===== config.mk =====
export PLATFORM = sky130hd
export DESIGN_NAME = i2c_reg_bank_controller_flat
export DESIGN_NICKNAME = d
export VERILOG_FILES = /design/src/rtl/i2c_reg_bank_controller_if.sv /design/src/rtl/i2c_reg_bank_controller.sv /design/src/flat_wrapper.sv
export SDC_FILE = /design/constraint.sdc
export NUM_CORES = 1
export LEC_CHECK = 0
export CORE_UTILIZATION = 60
export CTS_CLUSTER_DIAMETER = 60
export CTS_CLUSTER_SIZE = 14
export DETAILED_ROUTE_END_ITERATION = 10
export PLACE_DENSITY = 0.8
export SYNTH_ARGS = -nofsm -noshare
export SYNTH_HDL_FRONTEND = slang
export SYNTH_SLANG_ARGS = --single-unit

===== constraint.sdc =====
create_clock -name clock -period 6.4 [get_ports clock]
set_clock_uncertainty 0.15 [all_clocks]
set_input_delay 0.96 -clock clock [delete_from_list [all_inputs] [get_ports clock]]
set_output_delay 0.96 -clock clock [all_outputs]
set_load 0.05 [all_outputs]

===== src/rtl/i2c_reg_bank_controller_if.sv =====
// rtl/i2c_reg_bank_controller_if.sv - I2C slave sequencing and host register port bundle
interface i2c_reg_bank_controller_if #(
    parameter int PW = 4
);
    logic          enable;
    logic [7:0]    slv_data_read;
    logic          slv_read_write_flag;
    logic          slv_data_finish;
    logic          slv_transfer_status;
    logic          slv_error;
    logic [7:0]    slv_data_write;
    logic [PW-1:0] host_addr;
    logic [7:0]    host_wdata;
    logic          host_we;
    logic [7:0]    host_rdata;
    logic          reg_update;
    logic [PW-1:0] update_index;
    logic          busy;
    logic [3:0]    err_count;

    modport slave (
        input  enable, slv_data_read, slv_read_write_flag, slv_data_finish,
               slv_transfer_status, slv_error, host_addr, host_wdata, host_we,
        output slv_data_write, host_rdata, reg_update, update_index, busy, err_count
    );

    modport master (
        output enable, slv_data_read, slv_read_write_flag, slv_data_finish,
               slv_transfer_status, slv_error, host_addr, host_wdata, host_we,
        input  slv_data_write, host_rdata, reg_update, update_index, busy, err_count
    );
endinterface


===== src/rtl/i2c_reg_bank_controller.sv =====
// rtl/i2c_reg_bank_controller.sv - register bank shared by an I2C slave sequencer and a host port
module i2c_reg_bank_controller #(
    parameter int REG_COUNT = 16
) (
    input  logic                         clock,
    input  logic                         reset_n,
    i2c_reg_bank_controller_if.slave     bus
);
    localparam int PW = $clog2(REG_COUNT);

    typedef enum logic [1:0] {
        IDLE       = 2'd0,
        GET_PTR    = 2'd1,
        WRITE_DATA = 2'd2,
        READ_DATA  = 2'd3
    } state_t;

    state_t        state, state_next;
    logic [PW-1:0] pointer, ptr_next;
    logic [7:0]    regs [REG_COUNT];
    logic          xfer_d;
    logic          xfer_rise;
    logic          i2c_we;
    logic [7:0]    data_write_q;
    logic          reg_update_q;
    logic [PW-1:0] update_index_q;
    logic [3:0]    err_count_q;

    // xfer_d resets high so a transfer already in progress across reset is not seen as a new start
    assign xfer_rise = bus.slv_transfer_status & ~xfer_d;

    always_ff @(posedge clock or negedge reset_n) begin
        if (!reset_n) begin
            state   <= IDLE;
            pointer <= '0;
            xfer_d  <= 1'b1;
        end else begin
            state   <= state_next;
            pointer <= ptr_next;
            xfer_d  <= bus.slv_transfer_status;
        end
    end

    always_comb begin
        state_next = state;
        ptr_next   = pointer;
        i2c_we     = 1'b0;
        if (!bus.enable || bus.slv_error) begin
            state_next = IDLE;
        end else if (state != IDLE && !bus.slv_transfer_status) begin
            state_next = IDLE;
        end else begin
            case (state)
                IDLE: begin
                    if (xfer_rise)
                        state_next = bus.slv_read_write_flag ? GET_PTR : READ_DATA;
                end
                GET_PTR: begin
                    if (bus.slv_data_finish) begin
                        ptr_next   = bus.slv_data_read[PW-1:0];
                        state_next = WRITE_DATA;
                    end
                end
                WRITE_DATA: begin
                    if (bus.slv_data_finish) begin
                        i2c_we   = 1'b1;
                        ptr_next = pointer + PW'(1);
                    end
                end
                READ_DATA: begin
                    if (bus.slv_data_finish)
                        ptr_next = pointer + PW'(1);
                end
                default: state_next = IDLE;
            endcase
        end
    end

    // The I2C write is applied after the host write so it wins on an index collision
    always_ff @(posedge clock or negedge reset_n) begin
        if (!reset_n) begin
            for (int i = 0; i < REG_COUNT; i++)
                regs[i] <= 8'h00;
        end else begin
            if (bus.host_we)
                regs[bus.host_addr] <= bus.host_wdata;
            if (i2c_we)
                regs[pointer] <= bus.slv_data_read;
        end
    end

    always_ff @(posedge clock or negedge reset_n) begin
        if (!reset_n) begin
            data_write_q   <= 8'h00;
            reg_update_q   <= 1'b0;
            update_index_q <= '0;
            err_count_q    <= 4'h0;
        end else begin
            data_write_q   <= regs[pointer];
            reg_update_q   <= i2c_we;
            update_index_q <= pointer;
            if (bus.slv_error && err_count_q != 4'hF)
                err_count_q <= err_count_q + 4'd1;
        end
    end

    assign bus.slv_data_write = data_write_q;
    assign bus.host_rdata     = regs[bus.host_addr];
    assign bus.reg_update     = reg_update_q;
    assign bus.update_index   = update_index_q;
    assign bus.busy           = (state != IDLE);
    assign bus.err_count      = err_count_q;
endmodule


===== src/flat_wrapper.sv =====
// flat-port wrapper written by rule: the top's interface ports become plain ports
module i2c_reg_bank_controller_flat 
#(
    parameter int REG_COUNT = 16
)
  (clock, reset_n, bus_enable, bus_slv_data_read, bus_slv_read_write_flag, bus_slv_data_finish, bus_slv_transfer_status, bus_slv_error, bus_host_addr, bus_host_wdata, bus_host_we, bus_slv_data_write, bus_host_rdata, bus_reg_update, bus_update_index, bus_busy, bus_err_count);
  i2c_reg_bank_controller_if bus_i ();
  input  logic clock;
  input  logic reset_n;
  input wire logic [$bits(bus_i.enable)-1:0] bus_enable;
  input wire logic [$bits(bus_i.slv_data_read)-1:0] bus_slv_data_read;
  input wire logic [$bits(bus_i.slv_read_write_flag)-1:0] bus_slv_read_write_flag;
  input wire logic [$bits(bus_i.slv_data_finish)-1:0] bus_slv_data_finish;
  input wire logic [$bits(bus_i.slv_transfer_status)-1:0] bus_slv_transfer_status;
  input wire logic [$bits(bus_i.slv_error)-1:0] bus_slv_error;
  input wire logic [$bits(bus_i.host_addr)-1:0] bus_host_addr;
  input wire logic [$bits(bus_i.host_wdata)-1:0] bus_host_wdata;
  input wire logic [$bits(bus_i.host_we)-1:0] bus_host_we;
  output wire logic [$bits(bus_i.slv_data_write)-1:0] bus_slv_data_write;
  output wire logic [$bits(bus_i.host_rdata)-1:0] bus_host_rdata;
  output wire logic [$bits(bus_i.reg_update)-1:0] bus_reg_update;
  output wire logic [$bits(bus_i.update_index)-1:0] bus_update_index;
  output wire logic [$bits(bus_i.busy)-1:0] bus_busy;
  output wire logic [$bits(bus_i.err_count)-1:0] bus_err_count;
  assign bus_i.enable = bus_enable;
  assign bus_i.slv_data_read = bus_slv_data_read;
  assign bus_i.slv_read_write_flag = bus_slv_read_write_flag;
  assign bus_i.slv_data_finish = bus_slv_data_finish;
  assign bus_i.slv_transfer_status = bus_slv_transfer_status;
  assign bus_i.slv_error = bus_slv_error;
  assign bus_i.host_addr = bus_host_addr;
  assign bus_i.host_wdata = bus_host_wdata;
  assign bus_i.host_we = bus_host_we;
  assign bus_slv_data_write = bus_i.slv_data_write;
  assign bus_host_rdata = bus_i.host_rdata;
  assign bus_reg_update = bus_i.reg_update;
  assign bus_update_index = bus_i.update_index;
  assign bus_busy = bus_i.busy;
  assign bus_err_count = bus_i.err_count;
  i2c_reg_bank_controller #(.REG_COUNT(REG_COUNT)) u_core (.clock(clock), .reset_n(reset_n), .bus(bus_i));
endmodule

== After elaboration in Yosys (flattened, before gate mapping) ==
Index checks and enable logic that the tools add are counted.
Storage, ports and cells
  register bits: 152
  bits of input ports: 28
  output and inout bits: 26
  logic and storage cells: 84
Operators by class
  add/subtract/negate cells: 2
  magnitude comparators: 4
  equality and inequality tests: 8
  muxes and demuxes: 27
  bitwise logic cells: 6
  reductions and logical operators: 14
Operators by type and width (count)
  $bwmux 128: 2
  $mux 128: 2
  $bmux 8 s4: 2
  $demux 8 s4: 2
  $mux 8: 6
  $ge 5x5->1 const B: 2
  $lt 5x1->1 const B: 2
  $mux 2: 5
  $not 4->5: 2
  $add 4x1->4 const B: 2
  $mux 4: 2
  $pmux 4 s2: 1
  $reduce_and 5->1: 1
  $eq 2x2->1 const B: 2
  $logic_and 1x1->1: 4
  $mux 1: 4
  $ne 4x1->1 const B: 1
  $ne 4x2->1 const B: 1
  $ne 4x4->1 const B: 1
  $pmux 2 s2: 1
  $reduce_bool 2->1: 2
  $reduce_bool 4->1: 1
  $not 1->1: 3
  $reduce_and 3->1: 1
  8 further kinds: 9

== Logic depth before layout (Yosys ltp) ==
  word-level depth: 9
  gate-level depth with buffers: 8
  mapped depth without buffers: 5

== Worst setup path after synthesis ==
OpenSTA, ideal clock, no wires.
  path type: in2out
  start: input port bus_host_addr[0]
  end: output port bus_host_rdata[0]
  data arrival time: 2349 ps
  data required time: 5290 ps
  setup slack: 2941 ps
  cell stages on the path: 5
  path buffers: 2
  path through: buf_2 > buf_2 > mux4_2 > a22oi_1 > nand2_1
On the way
  longest elaborated chain between the ends: 4
Ends and longest elaborated chain
  from (decl): RTL line flat_wrapper.sv:16  | input wire logic [$bits(bus_i.host_addr)-1:0] bus_host_addr;
  $not 4->5 (not written as such): RTL line i2c_reg_bank_controller.sv:108  | assign bus.host_rdata = regs[bus.host_addr];
  $bmux 8 s4: RTL line i2c_reg_bank_controller.sv:108
  $mux 8 (not written as such) (2 in a row): RTL line i2c_reg_bank_controller.sv:108
  to (decl): RTL line flat_wrapper.sv:20  | output wire logic [$bits(bus_i.host_rdata)-1:0] bus_host_rdata;
Every way passes these cells. The select of a mux whose other input is x is not followed.

== Final worst setup path ==
  start: input port bus_host_addr[0]
  end: output port bus_host_rdata[5]
Same word-level chain as after synthesis.

==> metrics <==
ANT nets after route=0; run status=finished, final reports clean; vias in the first global route=7042; CP Max Fanout=25; drt initial violations=1124; peak supply drop=331 uV; R2R cell count=4; Post-synth ARST share=100%; sequential area share after synthesis=42.8%; most frequent cells in the layout=dfrtp_1, a21oi_1, nor2_1, mux2i_1, mux4_2; Vias=7214; Remaining DRCs=0; Detailed Route WL=25800 um; setup total negative slack=0 ns; FF+latch count, synth=152; initial antenna violation count=0; post-CTS sizing=0; via-per-instance ratio=7.11; fillcell total=1047; path type of the worst min-delay path=flop to flop; Post-synth EDFFs=0; # nets final=851; Initial Utilization=61.4%; Post-Synthesis Mean Instance Area=10.9 sq um; Final Hold Fails=0; drt pass-1 iters=6; kind of critical path=input pin to output pin; MaxCap Viol Count=0; post-synth net total=851; signal arrival time at the worst endpoint=3.68 ns; Synth Cell Area=8890 sq um; mean routed wirelength per cell=25.5 um; # rows=44; Worst Slack Setup Final=1.61 ns; clk buf depth=2; Slew HR=12.9%; minimum clock period=4.79 ns; Root Driver=clkbuf_16; GR Util All Layers=36.4%; Post-DP HPWL=17100 um; H-tree depth=4; TritonCTS Buffers=17; CTS tree=done; Crit path largest cell delay=0.71 ns; Worst Path Required=5.29 ns; FMAX=209 MHz; commonest non-fill, non-tap cell in the layout=dfrtp_1; Crit-path slowest cell=clkdlybuf4s50_1; Critical Path Sink Type=output pin; Port Buffer Count=53; Synth Flop Type=dfrtp_1; ordered list of cells on the worst path=buf_2 -> buf_4 -> mux4_2 -> a22oi_1 -> nand2_1 -> clkdlybuf4s50_1; cells after synthesis=818; io pins=54; largest net degree at the start of global routing=111; core area=14500 sq um; die height=124 um; CTS Hold Bufs=0; Clock Latency Late Sink=0.44 ns; Tcrit/Tclk final=74.9%; PD cells=362 nW/um^2; WHS Path Cells=0; type of origin of the critical path=input pin; diode count=0; pre-CTS setup slack=1.61 ns; # clock sinks=152; Routability Congestion=0.930; Slew Viols, Final=0; Area growth syn-to-layout=11.9%; postcts setup bufs=0; RSZ-0062 raised after global routing=false; first-pass GRT wire length=40000 um; clock transition at the registers of the reported paths=0.06 ns; share of cells above drive strength 1=14.1%; Yosys warnings=0; Die X=124 um; final setup violating endpoints=0; post-synthesis cell type count=37; Overflow after GRT=0; Slew @ Worst Pin=1.30 ns; die area=15300 sq um; leak pwr=4.25 nW
## per-layer routing
metal / vias to the layer above / track usage, % / part of all wire, %
met5: - / 0 / 0
met4: 0 / 20.7 / 4.8
met3: 115 / 10.4 / 11
met2: 549 / 55.9 / 48
met1: 3542 / 46.4 / 36
li1: 3008 / - / -
## cell type report
type	instances	area [sq um]	share of cell area (%)
Clock buffer	18	439	4.41
Timing Repair Buffer	57	552	5.55
Tap cell	184	230	2.31
Clock inverter	13	170	1.71
Inverter	3	11.3	0.113
Multi-Input combinational cell	587	4740	47.6
Sequential cell	152	3810	38.3
## critical path, delay by kind of cell
family | cells | cell delay, ns
AND/OR/NAND/NOR | 1 | 0.12
AO/OA/AOI/OAI | 1 | 0.26
buffers and inverters | 3 | 1.79
multiplexers | 1 | 0.53
## path summary, 6_finish.rpt
kind                       slack, ns         startpoint                    endpoint
max                             1.61   bus_host_addr[0]           bus_host_rdata[5]
min                             0.27  u_core.pointer[0]  u_core.bus.update_index[0]
max reg2reg                     2.89  u_core.pointer[3]             u_core.regs[48]
min reg2reg                     0.27  u_core.pointer[0]  u_core.bus.update_index[0]
max in group asynchronous       4.39            reset_n             u_core.regs[90]
min in group asynchronous       0.51            reset_n             u_core.regs[56]
## synth_stat cells (all sizes together) (4+ instances only)
cell    number  area [sq um]
mux2i      130          1300
mux4        64          1440
dfrtp      151          3780
nor2       143           569
ha           5          62.6
a21oi      135           676
nand2       21          81.3
a22oi       32           240
nand4       18           113
nand3b       4          30.0
nand3        4          20.0
nor2b        5          31.3
clkbuf      32           120
buf         44           218
## stage by stage
stage	instances	area, sq um	power [mW]	hold WS, ns	util, %
2_1_floorplan	818	8890	2.18	0.249	-
3_3_place_gp	983	9340	2.48	0.264	64.5
3_5_place_dp	983	9340	2.54	0.256	64.5
4_1_cts	1014	9950	3.59	0.278	68.7
5_1_grt	1014	9950	3.74	0.292	68.7
6_report	1014	9950	3.60	0.273	68.7
## power breakdown
group / switching (mW) / internal (mW)
combinational: 0.601 / 0.529
sequential: 0.221 / 1.20
clock: 0.421 / 0.627
## kinds of logic after synthesis
| group | count (synthesis) | share of synthesized area, % |
|---|---|---|
| and+or+nand+nor | 211 | 10.7 |
| muxes | 195 | 31.0 |
| AOI/OAI and AO/OA | 175 | 10.9 |
| DFF | 152 | 42.8 |
| buffers and inverters | 79 | 3.92 |
| adders and majority gates | 5 | 0.703 |
| xor gates and xnor gates | 1 | 0.0985 |
## registers in the layout (all words and copies together) (netlist names)
name / flops
u_core.bus.slv_data_write: 8
u_core.pointer: 4
u_core.state: 2
u_core.bus.reg_update: 1
u_core.bus.update_index: 4
u_core.xfer_d: 1
u_core.regs: 128
u_core.bus.err_count: 4
(Power assumes the default switching activity.)
